## src/rtl/dds_pkg.sv

```systemverilog
// Shared constants for the quarter-wave DDS phase path: ROM direction,
// output polarity, quadrant encodings and the dither LFSR definition.
package dds_pkg;

  typedef enum logic {
    FORWARD  = 1'b0,
    BACKWARD = 1'b1
  } memdir_e;

  typedef enum logic {
    POL_POS = 1'b0,
    POL_NEG = 1'b1
  } pol_e;

  typedef enum logic [1:0] {
    Q0 = 2'd0,
    Q1 = 2'd1,
    Q2 = 2'd2,
    Q3 = 2'd3
  } quad_e;

  localparam logic [15:0] LFSR_SEED = 16'hACE1;
  // Fibonacci taps 16, 14, 13, 11 expressed as bit positions 15, 13, 12, 10.
  localparam logic [15:0] LFSR_TAPS = 16'hB400;

  function automatic logic [15:0] lfsr_next(input logic [15:0] s);
    return {s[14:0], ^(s & LFSR_TAPS)};
  endfunction

endpackage

```

## src/rtl/dds_quarter_fold.sv

```systemverilog
// Quarter-wave fold: maps an in-quadrant index and quadrant onto a ROM
// address, read direction and output sign. Purely combinational.
module dds_quarter_fold
  import dds_pkg::*;
#(
  parameter int ADDR_W = 7
) (
  input  logic [ADDR_W-1:0] i_idx,
  input  logic [1:0]        i_quad,
  input  logic              i_clamp,
  output logic [ADDR_W-1:0] o_addr,
  output logic              o_memdir,
  output logic              o_data_pol
);

  logic [ADDR_W-1:0] w_idx;

  // A dithered index that overflowed saturates rather than wrapping into
  // the next quadrant's start.
  assign w_idx      = i_clamp ? {ADDR_W{1'b1}} : i_idx;
  assign o_addr     = i_quad[0] ? ~w_idx : w_idx;
  assign o_memdir   = i_quad[0] ? BACKWARD : FORWARD;
  assign o_data_pol = i_quad[1] ? POL_NEG : POL_POS;

endmodule

```

## src/rtl/dds_phase_sequencer.sv

```systemverilog
// Phase accumulator plus registered quarter-wave fold for the sine DDS.
// Optional LFSR phase dither is enabled by defining DDS_PHASE_DITHER_EN.
module dds_phase_sequencer
  import dds_pkg::*;
#(
  parameter int ACC_W  = 24,
  parameter int ADDR_W = 7
) (
  input  logic              src_clk,
  input  logic              src_rst_n,
  input  logic              enable,
  input  logic [ACC_W-1:0]  fcw,
  input  logic              set_phase,
  input  logic [ACC_W-1:0]  phase_load,
  output logic [ADDR_W-1:0] addr_rd,
  output logic              memdir,
  output logic              data_pol,
  output logic [1:0]        quadrant,
  output logic              valid,
  output logic              wrap
);

  localparam int FRAC_W = ACC_W - 2;           // bits below the quadrant field
  localparam int TR_W   = ACC_W - 2 - ADDR_W;  // truncated LSBs

  logic [ACC_W-1:0]  r_acc;
  logic              r_carry;
  logic [ACC_W:0]    w_sum;
  logic [1:0]        w_quad;
  logic [ADDR_W-1:0] w_idx;
  logic              w_clamp;
  logic              w_unused;

  logic [ADDR_W-1:0] w_addr;
  logic              w_memdir;
  logic              w_pol;

  logic [ADDR_W-1:0] r_addr;
  logic              r_memdir;
  logic              r_pol;
  logic [1:0]        r_quad;
  logic [1:0]        r_vld_pipe;
  logic              r_wrap;

  assign w_sum  = {1'b0, r_acc} + {1'b0, fcw};
  assign w_quad = r_acc[ACC_W-1 -: 2];

  // Stage 0: accumulator. A load never produces a rollover pulse.
  always_ff @(posedge src_clk or negedge src_rst_n) begin
    if (!src_rst_n) begin
      r_acc   <= '0;
      r_carry <= 1'b0;
    end else if (set_phase) begin
      r_acc   <= phase_load;
      r_carry <= 1'b0;
    end else if (enable) begin
      {r_carry, r_acc} <= w_sum;
    end else begin
      r_carry <= 1'b0;
    end
  end

`ifdef DDS_PHASE_DITHER_EN
  logic [15:0]       r_lfsr;
  logic [FRAC_W-1:0] w_dith;
  logic [FRAC_W:0]   w_dsum;

  always_ff @(posedge src_clk or negedge src_rst_n) begin
    if (!src_rst_n)                r_lfsr <= LFSR_SEED;
    else if (enable && !set_phase) r_lfsr <= lfsr_next(r_lfsr);
  end

  always_comb begin
    w_dith = '0;
    for (int i = 0; i < TR_W && i < 16; i++) w_dith[i] = r_lfsr[i];
  end

  // Dither only perturbs the in-quadrant fraction; its carry becomes a clamp.
  assign w_dsum   = {1'b0, r_acc[FRAC_W-1:0]} + {1'b0, w_dith};
  assign w_idx    = w_dsum[FRAC_W-1 -: ADDR_W];
  assign w_clamp  = w_dsum[FRAC_W];
  assign w_unused = ^w_dsum[TR_W-1:0];
`else
  assign w_idx    = r_acc[FRAC_W-1 -: ADDR_W];
  assign w_clamp  = 1'b0;
  assign w_unused = ^r_acc[TR_W-1:0];
`endif

  dds_quarter_fold #(.ADDR_W(ADDR_W)) u_fold (
    .i_idx      (w_idx),
    .i_quad     (w_quad),
    .i_clamp    (w_clamp),
    .o_addr     (w_addr),
    .o_memdir   (w_memdir),
    .o_data_pol (w_pol)
  );

  // Stage 1: output registers, reloaded every cycle.
  always_ff @(posedge src_clk or negedge src_rst_n) begin
    if (!src_rst_n) begin
      r_addr     <= '0;
      r_memdir   <= FORWARD;
      r_pol      <= POL_POS;
      r_quad     <= Q0;
      r_vld_pipe <= '0;
      r_wrap     <= 1'b0;
    end else begin
      r_addr     <= w_addr;
      r_memdir   <= w_memdir;
      r_pol      <= w_pol;
      r_quad     <= w_quad;
      r_vld_pipe <= {r_vld_pipe[0], enable | set_phase};
      r_wrap     <= r_carry;
    end
  end

  assign addr_rd  = r_addr;
  assign memdir   = r_memdir;
  assign data_pol = r_pol;
  assign quadrant = r_quad;
  assign valid    = r_vld_pipe[1];
  assign wrap     = r_wrap;

endmodule

```

## config.mk

```make
export PLATFORM = sky130hd
export DESIGN_NAME = dds_phase_sequencer
export DESIGN_NICKNAME = d
export VERILOG_FILES = /design/src/rtl/dds_pkg.sv /design/src/rtl/dds_quarter_fold.sv /design/src/rtl/dds_phase_sequencer.sv
export SDC_FILE = /design/constraint.sdc
export NUM_CORES = 1
export LEC_CHECK = 0
export BUFFER_PORTS_ARGS = -buffer_cell sky130_fd_sc_hd__buf_4
export CORE_MARGIN = 2
export CORE_UTILIZATION = 54
export DETAILED_ROUTE_END_ITERATION = 10
export PLACE_DENSITY = 0.8
export SETUP_SLACK_MARGIN = 0.3
export SYNTH_ARGS = -nofsm -noshare
export SYNTH_HDL_FRONTEND = slang
export SYNTH_HIERARCHICAL = 1
export SYNTH_SLANG_ARGS = --single-unit
export TNS_END_PERCENT = 10
```

## constraint.sdc

```tcl
create_clock -name src_clk -period 2.7 [get_ports src_clk]
set_input_delay 0.27 -clock src_clk [delete_from_list [all_inputs] [get_ports src_clk]]
set_output_delay 0.27 -clock src_clk [all_outputs]
set_load 0.005 [all_outputs]
```

==> run_results.csv <==
group,metric,value,unit
sta,tns,0,ns
setup_path,end_kind,"flip-flop",
drt,via_count,2496,
synthesis,syn_avg_cell_area,8.98,um2
synthesis,synth_common_cells,"39 x dfrtp_1, 31 x a21oi_1, 26 x nand2_1, 24 x ha_1, 24 x nor2_1",
floorplanning,start_util,57.1,%
synthesis,yosysMostFrequentCell,"dfrtp_1",
synthesis,synth.top_cell.area_share,35.5,%
clock_tree,cts_inserted_buffers,5,
synthesis,yosys-top-cells-area,"dfrtp_1 36%, ha_1 11%, xnor2_1 5.7%",
floorplanning,die_x,75.3,um
synthesis,synth_flop_cell,"dfrtp_1",
global_route,grt_pass1_vias,2385,
power,ir_drop,346,uV
clock_tree,htree_levels,2,
clock_tree,clk_pin_slew,0.08,ns
sta,setup-violations-final,0,
drt,drt_first_pass_iters,4,
setup_path,reg2reg_slack,0.37,ns
synthesis,netlist_area,0.00275,mm2
floorplanning,coreArea,0.00482,mm2
hold_path,min_from,"phase_load[0]",
setup_path,arrival,2.57,ns
cells_and_area,syn_to_final_growth,23.9,%
global_route,grt-ovfl-total,0,
setup_path,startpoint,"r_acc[0]",
sta,period_minus_slack,2.33,ns
sta,hold_viol,0,
sta,fmax,0.429,GHz
synthesis,synthArstFlopShare,100,%
sta,rsz0062_at_grt,"yes",
global_route,grt_use_total,24.8,%
drt,wire_per_inst,15.1,um
drt,drtIter0Drc,107,
setup_path,setup.worst_path.class,"reg2reg",
synthesis,syn_inst,306,
sta,worst_slew_pin_slew,0.700,ns
setup_path,critPathLaunchType,"flip-flop",
clock_tree,cts_tree,"yes",
cells_and_area,nNetsFinal,452,
floorplanning,dieHeight,75.3,um
cells_and_area,drive_gt1_share,22.1,%
global_route,antenna_found_initial,0,
synthesis,synth-edff-count,0,
power,p_per_area,630,mW/mm2
placement,portBuffers,64,
setup_path,cp.required,2.94,ns
setup_path,cpMostUsedCell,"o21ai_2",
flow_run,maxCapViolations,0,
hold_path,hold_path_depth,3,
setup_path,crit_path_max_fanout,4,
clock_tree,clock-root-buffer,"clkbuf_8",
clock_tree,clock-sinks,39,
setup_path,r2r-end,"r_acc[20]",
global_route,grt_max_degree,40,
hold_path,hp-class,"in2reg",
cells_and_area,nFillCells,411,
setup_path,reg2reg_from,"r_acc[0]",
cells_and_area,antenna_cells,0,
synthesis,yosysTopAreaCell,"dfrtp_1",
drt,drc,0,
sta,drv_slew,0,
setup_path,r2r_cells,10,
placement,gp_congestion,0.891,
drt,final_antenna_net_count,0,
status,outcome,"finished, final reports clean",
setup_path,path_cells,"ha_2 -> inv_1 -> fa_1 -> and2b_1 -> o21ai_2 -> o21ai_2 -> o211ai_2 -> and3b_1 -> o311ai_1 -> o21a_1",
floorplanning,die-area,0.00568,mm2
synthesis,yosysWarnings,6,
setup_path,cp_slowest_stage_delay,0.37,ns
clock_tree,clock_latency,0.30,ns
sta,holdWs,0.179,ns
synthesis,ys_ff_latch,39,
hold_path,min_to,"r_acc[0]",
power,leakagePower,1.60,nW
setup_path,slowest_stage,"dfrtp_1",
sta,slew_headroom,53.2,%
synthesis,yosys.cell_types.count,49,
clock_tree,cts_buffer_depth,2,
synthesis,seq_area_frac_synth,35.5,%
floorplanning,rows,25,
sta,fin_worst_skew,0.00293,ns
floorplanning,io_pins,65,
drt,vias_per_cell,5.63,
sta,period_share,86.4,%
global_route,grt_pass1_wl,10700,um
drt,wl,6680,um
placement,place_hpwl,4940,um
-- area by class of cell --
type	count	area [um2]	share of cell area (%)
clock buffer	6	72.6	2.13
clock inverter	2	12.5	0.367
inverter	9	33.8	0.992
multi-input combinational	251	1710	50.1
sequential	39	976	28.6
tap	67	83.8	2.46
timing repair buffer	69	520	15.3
-- layer usage --
metal	vias to the layer above	global-route usage, %	share of wire (%)
li1	1234	-	-
met1	1182	33.0	45
met2	66	41.6	50
met3	14	4.23	4.0
met4	0	7.41	1.4
met5	-	0	0
-- state kept, by name, summed over array words and instances (netlist names) --
| name | count |
|---|---|
| wrap | 1 |
| r_acc | 24 |
| quadrant | 2 |
| r_vld_pipe | 2 |
| addr_rd | 7 |
| data_pol | 1 |
| memdir | 1 |
| r_carry | 1 |
-- power by group --
group	total [mW]	internal (mW)	leakage [nW]	switching (mW)
Combinational	0.989	0.477	1.10	0.511
Sequential	0.764	0.694	0.460	0.0700
Clock	0.392	0.181	0.0412	0.212
Total	2.14	1.35	1.60	0.793
-- metrics by stage --
step | power, mW | util, % | cell area (um2) | std cells | setup WS (ns)
after CTS | 2.13 | 70.1 | 3380 | 441 | 0.365
after global placement | 1.70 | 67.8 | 3270 | 430 | 0.374
after global routing | 2.31 | 70.7 | 3410 | 443 | 0.201
final | 2.14 | 70.7 | 3410 | 443 | 0.367
after floorplan | 1.45 | - | 2770 | 312 | 0.519
after detailed placement | 1.72 | 67.8 | 3270 | 430 | 0.282
-- repair_timing --
action	CTS	global route
hold buffers	1	0
resized for setup	0	4
pin swaps	1	2
endpoints found under the hold margin	39	0
endpoints found under the setup margin	1	7
setup buffers	2	2
-- placed cells by master, fill, tap and decap left out, types with 7 or more instances in the layout --
cell type	Yosys	final
dfrtp_1	39	39
a21oi_1	31	30
inv_1	9	9
mux2i_1	8	8
ha_1	24	23
conb_1	1	7
nand2_1	26	26
xnor2_1	18	18
xor2_1	7	7
buf_4	3	68
a22oi_1	9	9
a21o_1	8	8
o21ai_1	12	11
o21ai_0	17	17
nor2_1	24	24
-- worst max-delay path: cells and delay by family, from the launching register on --
| kind | cells | cell delay, ns |
|---|---|---|
| fa+ha+maj | 2 | 0.54 |
| flops | 1 | 0.37 |
| compound gates | 5 | 0.88 |
| buf+inv | 1 | 0.05 |
| simple gates | 2 | 0.44 |
-- kinds of logic after synthesis --
| family | synth area share (%) |
|---|---|
| muxes | 3.32 |
| AOI/OAI and AO/OA | 24.9 |
| buffers and inverters | 3.73 |
| adders and majority gates | 11.7 |
| other | 0.136 |
| DFF | 35.5 |
| and+or+nand+nor | 12.7 |
| xor gates and xnor gates | 7.97 |
-- worst max path at each step --
stage / endpoint / cells past startpoint
after global routing: r_acc[20] / 10
after detailed placement: r_acc[20] / 10
after CTS: r_acc[18] / 11
final: r_acc[20] / 10
after global placement: r_acc[20] / 11
after floorplan: r_acc[20] / 10
No activity file was read; power rests on OpenSTA's default activity.
